===== src/rtl/run_ctrl.sv =====
// Run controller for the core: sequences its reset, issues a divided clock-enable,
// counts CE pulses against a budget, honours halt requests and re-resets on watchdog expiry.
module run_ctrl #(
    parameter int unsigned RST_HOLD   = 16,
    parameter int unsigned DIV        = 2,
    parameter int unsigned CNT_W      = 32,
    parameter int unsigned MAX_CYCLES = 1000,
    parameter int unsigned WDT_CYCLES = 0
) (
    input  logic             clk,
    input  logic             rst_n,
    input  logic             halt,
    input  logic             kick,
    output logic             soc_rst_n,
    output logic             ce,
    output logic             running,
    output logic             done,
    output logic             timeout,
    output logic [CNT_W-1:0] cycles
);

    typedef enum logic [1:0] {
        S_HOLD,
        S_RUN,
        S_HALTED,
        S_DONE
    } state_t;

    localparam logic [CNT_W-1:0] HOLD_LAST = CNT_W'(RST_HOLD);
    localparam logic [CNT_W-1:0] DIV_LAST  = CNT_W'(DIV - 1);
    localparam logic [CNT_W-1:0] MAX_LAST  = CNT_W'(MAX_CYCLES);
    localparam logic [CNT_W-1:0] WDT_LAST  = CNT_W'(WDT_CYCLES);
    localparam logic [CNT_W-1:0] ONE       = CNT_W'(1);
    localparam logic [CNT_W-1:0] SAT       = {CNT_W{1'b1}};
    localparam bit               MAX_EN    = (MAX_CYCLES != 0);
    localparam bit               WDT_EN    = (WDT_CYCLES != 0);

    state_t           state_q, state_d;
    logic [CNT_W-1:0] hold_q, hold_d;
    logic [CNT_W-1:0] div_q, div_d;
    logic [CNT_W-1:0] wdt_q, wdt_d;
    logic [CNT_W-1:0] cycles_q, cycles_d;
    logic             soc_q, soc_d;
    logic             ce_q, ce_d;
    logic             run_q, run_d;
    logic             done_q, done_d;
    logic             to_q, to_d;

    // Next values of the free-running counters, shared by the FSM below
    logic [CNT_W-1:0] hold_inc;
    logic [CNT_W-1:0] div_nxt;
    logic [CNT_W-1:0] wdt_inc;
    logic [CNT_W-1:0] cyc_inc;
    logic             pulse;
    logic             budget_hit;
    logic             wdt_hit;

    always_comb begin
        hold_inc   = hold_q + ONE;
        div_nxt    = (div_q == DIV_LAST) ? '0 : div_q + ONE;
        wdt_inc    = wdt_q + ONE;
        cyc_inc    = (cycles_q == SAT) ? cycles_q : cycles_q + ONE;
        // A CE-high cycle ends at this edge
        pulse      = (state_q == S_RUN) && ce_q;
        budget_hit = MAX_EN && pulse && (cyc_inc == MAX_LAST);
        wdt_hit    = WDT_EN && pulse && !kick && (wdt_inc == WDT_LAST);
    end

    // State register
    always_ff @(posedge clk or negedge rst_n) begin
        if (!rst_n) begin
            state_q  <= S_HOLD;
            hold_q   <= '0;
            div_q    <= '0;
            wdt_q    <= '0;
            cycles_q <= '0;
            soc_q    <= 1'b0;
            ce_q     <= 1'b0;
            run_q    <= 1'b0;
            done_q   <= 1'b0;
            to_q     <= 1'b0;
        end else begin
            state_q  <= state_d;
            hold_q   <= hold_d;
            div_q    <= div_d;
            wdt_q    <= wdt_d;
            cycles_q <= cycles_d;
            soc_q    <= soc_d;
            ce_q     <= ce_d;
            run_q    <= run_d;
            done_q   <= done_d;
            to_q     <= to_d;
        end
    end

    // Next-state and registered-output logic
    always_comb begin
        state_d  = state_q;
        hold_d   = hold_q;
        div_d    = div_q;
        wdt_d    = wdt_q;
        cycles_d = cycles_q;
        soc_d    = soc_q;
        ce_d     = 1'b0;
        run_d    = run_q;
        done_d   = done_q;
        to_d     = to_q;

        unique case (state_q)
            S_HOLD: begin
                hold_d = hold_inc;
                soc_d  = 1'b0;
                run_d  = 1'b0;
                if (kick) begin
                    wdt_d = '0;
                end
                if (hold_inc == HOLD_LAST) begin
                    state_d = S_RUN;
                    soc_d   = 1'b1;
                    run_d   = 1'b1;
                    div_d   = '0;
                    ce_d    = (DIV_LAST == '0);
                end
            end

            S_RUN: begin
                div_d = div_nxt;
                if (pulse) begin
                    cycles_d = cyc_inc;
                    wdt_d    = wdt_inc;
                end
                if (kick) begin
                    wdt_d = '0;
                end
                if (budget_hit) begin
                    state_d = S_DONE;
                    done_d  = 1'b1;
                    run_d   = 1'b0;
                end else if (halt) begin
                    state_d = S_HALTED;
                    run_d   = 1'b0;
                end else if (wdt_hit) begin
                    // Re-reset the core; CYCLES keeps counting across it
                    state_d = S_HOLD;
                    to_d    = 1'b1;
                    soc_d   = 1'b0;
                    run_d   = 1'b0;
                    hold_d  = '0;
                    div_d   = '0;
                    wdt_d   = '0;
                end else begin
                    ce_d = (div_nxt == DIV_LAST);
                end
            end

            default: begin
            end
        endcase
    end

    assign soc_rst_n = soc_q;
    assign ce        = ce_q;
    assign running   = run_q;
    assign done      = done_q;
    assign timeout   = to_q;
    assign cycles    = cycles_q;

endmodule


===== config.mk =====
export PLATFORM = sky130hd
export DESIGN_NAME = run_ctrl
export DESIGN_NICKNAME = d
export VERILOG_FILES = /design/src/rtl/run_ctrl.sv
export SDC_FILE = /design/constraint.sdc
export NUM_CORES = 1
export LEC_CHECK = 0
export ABC_AREA = 1
export BUFFER_PORTS_ARGS = -buffer_cell sky130_fd_sc_hd__buf_2
export CAP_MARGIN = 40
export CORE_ASPECT_RATIO = 0.9
export CORE_MARGIN = 4
export CORE_UTILIZATION = 50
export CTS_BUF_LIST = sky130_fd_sc_hd__clkbuf_8 sky130_fd_sc_hd__clkbuf_16
export DETAILED_ROUTE_END_ITERATION = 16
export PLACE_DENSITY = 0.77
export SLEW_MARGIN = 10
export SYNTH_ARGS = -nofsm -noshare
export SYNTH_HDL_FRONTEND = slang
export SYNTH_SLANG_ARGS = --single-unit

===== constraint.sdc =====
create_clock -name clk -period 2.63 [get_ports clk]
set_input_delay 0.263 -clock clk [delete_from_list [all_inputs] [get_ports clk]]
set_output_delay 0.263 -clock clk [all_outputs]
set_load 0.01 [all_outputs]

### Yosys cells after proc, flatten, opt, wreduce, memory -nomap -nowiden

Index checks and enable logic that the tools add are counted.

| word-level totals | value |
|---|---|
| bits of input ports | 4 |
| flip-flop bits (word level) | 102 |

| operators by class | value |
|---|---|
| $add $sub $neg | 3 |
| reductions and logical operators | 9 |
| mux-type cells | 15 |
| eq/ne operators | 8 |

Operators with widths:

| operator | count |
|---|---|
| 32-bit by 1-bit adder with 32-bit output (second input constant) | 3 |
| 32-bit 2-to-1 mux | 3 |
| 32-bit by 1-bit equality test with 1-bit output (second input constant) | 2 |
| 32-bit case mux with 2 select lines | 1 |
| 32-bit by 10-bit equality test with 1-bit output (second input constant) | 1 |
| 32-bit equality test (second input constant) | 1 |
| 32-bit by 5-bit equality test with 1-bit output (second input constant) | 1 |
| 2-bit AND reduction | 4 |
| 1-bit 2-to-1 mux | 6 |
| 2-bit 2-to-1 mux | 3 |
| 2-bit case mux with 2 select lines | 1 |
| 3-bit inequality test (second input constant) | 1 |
| 3-bit AND reduction | 1 |
| 2-bit by 1-bit equality test with 1-bit output (second input constant) | 1 |
| 1-bit logical AND | 2 |
| 2-bit logical NOT | 1 |
| 2-bit inequality test (second input constant) | 1 |
| 1-bit case mux with 2 select lines | 1 |
| 2-bit nonzero test | 1 |

### Depth between registers and ports, before layout

| logic depth | value |
|---|---|
| depth after elaboration | 6 |
| mapped depth | 17 |

### Least setup slack after synthesis

OpenSTA, ideal clock, no wires.

| timing path | value |
|---|---|
| path kind | register to register |
| start point | reg cycles_q[0] (netlist: cycles[0]) |
| end point | reg state_q[0] |
| data required time | 2.511 ns |
| library setup time | 0.119 ns |
| path buffers | 1 |
| cell stages (with the launch flop) | 16 |
| setup slack | 0.233 ns |
| arrival | 2.279 ns |
| clock period less this slack | 2.397 ns |
| path through | dfrtp_1 ha_1 inv_1 nor2_4 nand2_1 nor2_4 nand2_2 buf_2 a21oi_1 nand2_1 nor2_1 nand2_1 nor2_1 nor2_2 o21ai_1 nand2_1 |

| between the ends | value |
|---|---|
| word-level cells in the longest chain between the ends | 6 |
| elaborated cells between the ends (all ways) | 9 |

RTL lines:

| item | RTL line | text |
|---|---|---|
| from (decl) | 42 | `logic [CNT_W-1:0] cycles_q, cycles_d;` |
| from (signal assigned) | 87 | `cycles_q <= cycles_d;` |
| 32-bit by 1-bit adder with 32-bit output / 32-bit equality test (equally long branches) | 62 | `cyc_inc = (cycles_q == SAT) ? cycles_q : cycles_q + ONE;` |
| 32-bit 2-to-1 mux * | 62 |  |
| 32-bit by 10-bit equality test with 1-bit output * | 65 | `budget_hit = MAX_EN && pulse && (cyc_inc == MAX_LAST);` |
| 1-bit logical AND * | 65 |  |
| 3-bit inequality test (no line) / 2-bit 2-to-1 mux (equally long branches) | - |  |
| 3-bit AND reduction (no line) / 2-bit case mux with 2 select lines (equally long branches) | - |  |
| to (signal assigned) | 83 | `state_q <= state_d;` |
| to (decl) | 38 | `state_t state_q, state_d;` |

Mark *: on every way between the ends. The rest lies on a longest branch, timed or not.
A chain may end at the register's enable or synchronous reset.

### Worst setup path after layout

| timing path | value |
|---|---|
| start point | reg cycles_q[3] (netlist: cycles[3]) |
| end point | reg state_q[0] |

The elaborated chain is that of the path after synthesis.

==> results_dict.tcl <==
set metrics [dict create \
    whs_path_depth 4 \
    rows 40 \
    first_iter_violations 605 \
    worstMarginPinSlew_ps 561.5 \
    final_cell_area_um2 7974 \
    hold_path_class "primary input to flip-flop" \
    synth_common_cells "331 x nand2_1, 139 x nor2_1, 104 x nand3_1, 102 x dfrtp_1, 101 x inv_1" \
    r2r_setup_slack_ps 160 \
    worstPathArrival_ps 2710 \
    antenna_cells 0 \
    finalSetupViolCount 0 \
    drive_gt1_share_pct 11.85 \
    dp_hpwl_mm 14.02 \
    ys_seq_area_share_pct 37.04 \
    final-hold-violation-count 0 \
    antenna_found_initial 0 \
    cts-htree-levels 3 \
    required_ps 2870 \
    synth_area_per_cell_um2 6.606 \
    skew_ps 7.330 \
    synth_ff_type "dfrtp_1" \
    async_flop_share_pct 100.0 \
    worst_hold_path.endpoint "ce" \
    synth_top_cell_area_share_pct 37.04 \
    min_period_ps 2467 \
    synth_area_leader_cell "dfrtp_1" \
    grt_pass1_vias 6365 \
    via_per_inst 5.365 \
    ios 41 \
    cts_root_buf "clkbuf_16" \
    rr_endpoint "state_q[0]" \
    final_util_pct 59.45 \
    synthTopCellsByArea "dfrtp_1 37%, nand2_1 18%, nor2_1 7.6%" \
    cts.clk_slew.worst_paths_ps 70 \
    die_h_um 119.4 \
    status "completed" \
    die_w_um 131.7 \
    placed_area_um2 7562 \
    min_from "halt" \
    grt_remaining_overflow 0 \
    p_leak_nw 3.653 \
    rsz0062_at_grt "false" \
    maxSlewViolCount 0 \
    drv_cap 0 \
    fin_ws_ps 163.5 \
    yosys.cell_types.count 35 \
    syn_inst 1043 \
    cts_buffers 9 \
    synth-edff-count 0 \
    synthesis.nets 1052 \
    gp_congestion 0.9824 \
    cts_tree "yes" \
    critPathLaunchType "flip-flop" \
    powerDensity_nw_per_um2 408.8 \
    grt_usage_pct 23.65 \
    worstPathMaxFanout 5 \
    clock_sinks 102 \
    worst_setup_path_end_kind "flip-flop" \
    port_buffers 38 \
    criticalPathCategory "flip-flop to flip-flop" \
    reg2regPathDepth 15 \
    grt_pass1_wl_mm 30.54 \
    clk-insertion-delay-late_ps 360 \
    fillCellCount 1251 \
    max_freq_ghz 0.4054 \
    drt-wirelength-per-cell_um 14.15 \
    nets 1127 \
    synthMostInstantiatedCell "nand2_1" \
    vias 6921 \
    antenna_left 0 \
    synth_area_um2 6890 \
    post-place-ws_ps 128.1 \
    die-area_um2 15730 \
    coreArea_um2 13410 \
    clock_path_buffers 2 \
    ys_warn_count 0 \
    drc 0 \
    grt_max_degree 44 \
    dr.pass1.iters 7 \
    r2r-start "cycles[3]" \
    start_util_pct 51.37 \
    total_power_mw 3.260 \
    peakVddDrop_v 0.0003289 \
    syn_to_final_growth_pct 15.73 \
    synth-seq-cells 102 \
    final.setup.tns_ps 0 \
    period_share_pct 93.78 \
    wl_mm 18.26 \
    maxSlewHeadroom_pct 62.57 \
]
power by group:
| part | switching [mW] | leakage, nW | internal, mW |
|---|---|---|---|
| Combinational | 0.0879 | 2.07 | 0.0412 |
| Sequential | 0.0115 | 1.41 | 1.58 |
| Clock | 0.592 | 0.170 | 0.946 |
| Total | 0.692 | 3.65 | 2.57 |
metal layers:
layer  up-vias  track usage (%)  part of all wire [%]  wire, um
li1       3485                -                     -         -
met1      3177            33.18                    47      8554
met2       230            36.15                    44      7977
met3        29            6.419                   7.5      1374
met4         0            6.430                   1.9       349
met5         -                0                     0         0
worst max-delay path, stage by stage (launching register included):
cell and delay (ps):
dfrtp_1 440, nand2_1 140, nor2_1 190, nand2_1 190, nor2_1 310, nand2_1 100, nand2_1 60, nand3_1 120
nor2_1 120, nand2_1 60, nor2_1 100, nand2_1 110, nor2_2 150, nor2_2 70, o21ai_1 120, nand2_1 70
registers in the layout, summed over array words and instances, names as in the netlist:
name,count
state_q,2
hold_q,32
ce,1
div_q,32
soc_rst_n,1
running,1
done,1
cycles,32
cell families after synthesis:
kind of cell               count (synthesis)  synth area share, %
DFF                                      102                37.04
xor gates and xnor gates                  52                6.610
adders and majority gates                  5               0.9079
AOI/OAI and AO/OA                         95                6.973
and+or+nand+nor                          656                40.80
buffers and inverters                    132                7.608
other                                      1              0.05442
final cells by class:
class	instances	area [um2]	share of cell area [%]
flip-flops and latches	102	2552	32.01
well taps	168	210.2	2.636
repair buffers	89	610.6	7.657
multi-input cells	810	3865	48.47
clock inverters	5	98.84	1.240
inverters	106	397.9	4.990
clock buffers	10	239.0	2.997
per-stage QoR:
stage	hold WS [ps]	std cells
floorplan	-32.59	1043
global placement	286.3	1270
detailed placement	287.0	1271
CTS	202.3	1287
finish	215.0	1290
global route	228.2	1290
cells in the final DEF, fill, tap and decap left out, types with 32 or more instances in the layout:
master   synthesis  routed
inv_1          101     102
nand3_1        104     103
o21ai_0         65      65
nor2_1         139     134
dfrtp_1        102     102
nor3_1          33      32
xor2_1          40      40
buf_4            1      48
nand2_1        331     331
buf_2            2      37
repair_timing:
| action | CTS | global route |
|---|---|---|
| gates resized for setup | 0 | 11 |
| hold endpoints to repair | 41 | 0 |
| buffers inserted | 0 | 2 |
| hold buffers | 1 | 0 |
| endpoints found under the setup margin | 0 | 37 |
worst max path at each step:
stage,from,to,slack [ps],cells after the start
2_1_floorplan,cycles[0],state_q[0],230,15
3_3_place_gp,cycles[0],state_q[0],160,16
3_5_place_dp,cycles[0],running,130,16
4_1_cts,cycles[0],state_q[0],90,16
5_1_grt,hold_q[0],div_q[15],3,17
6_report,cycles[3],state_q[0],160,15
Note: power is estimated with default switching activity, not from simulation.
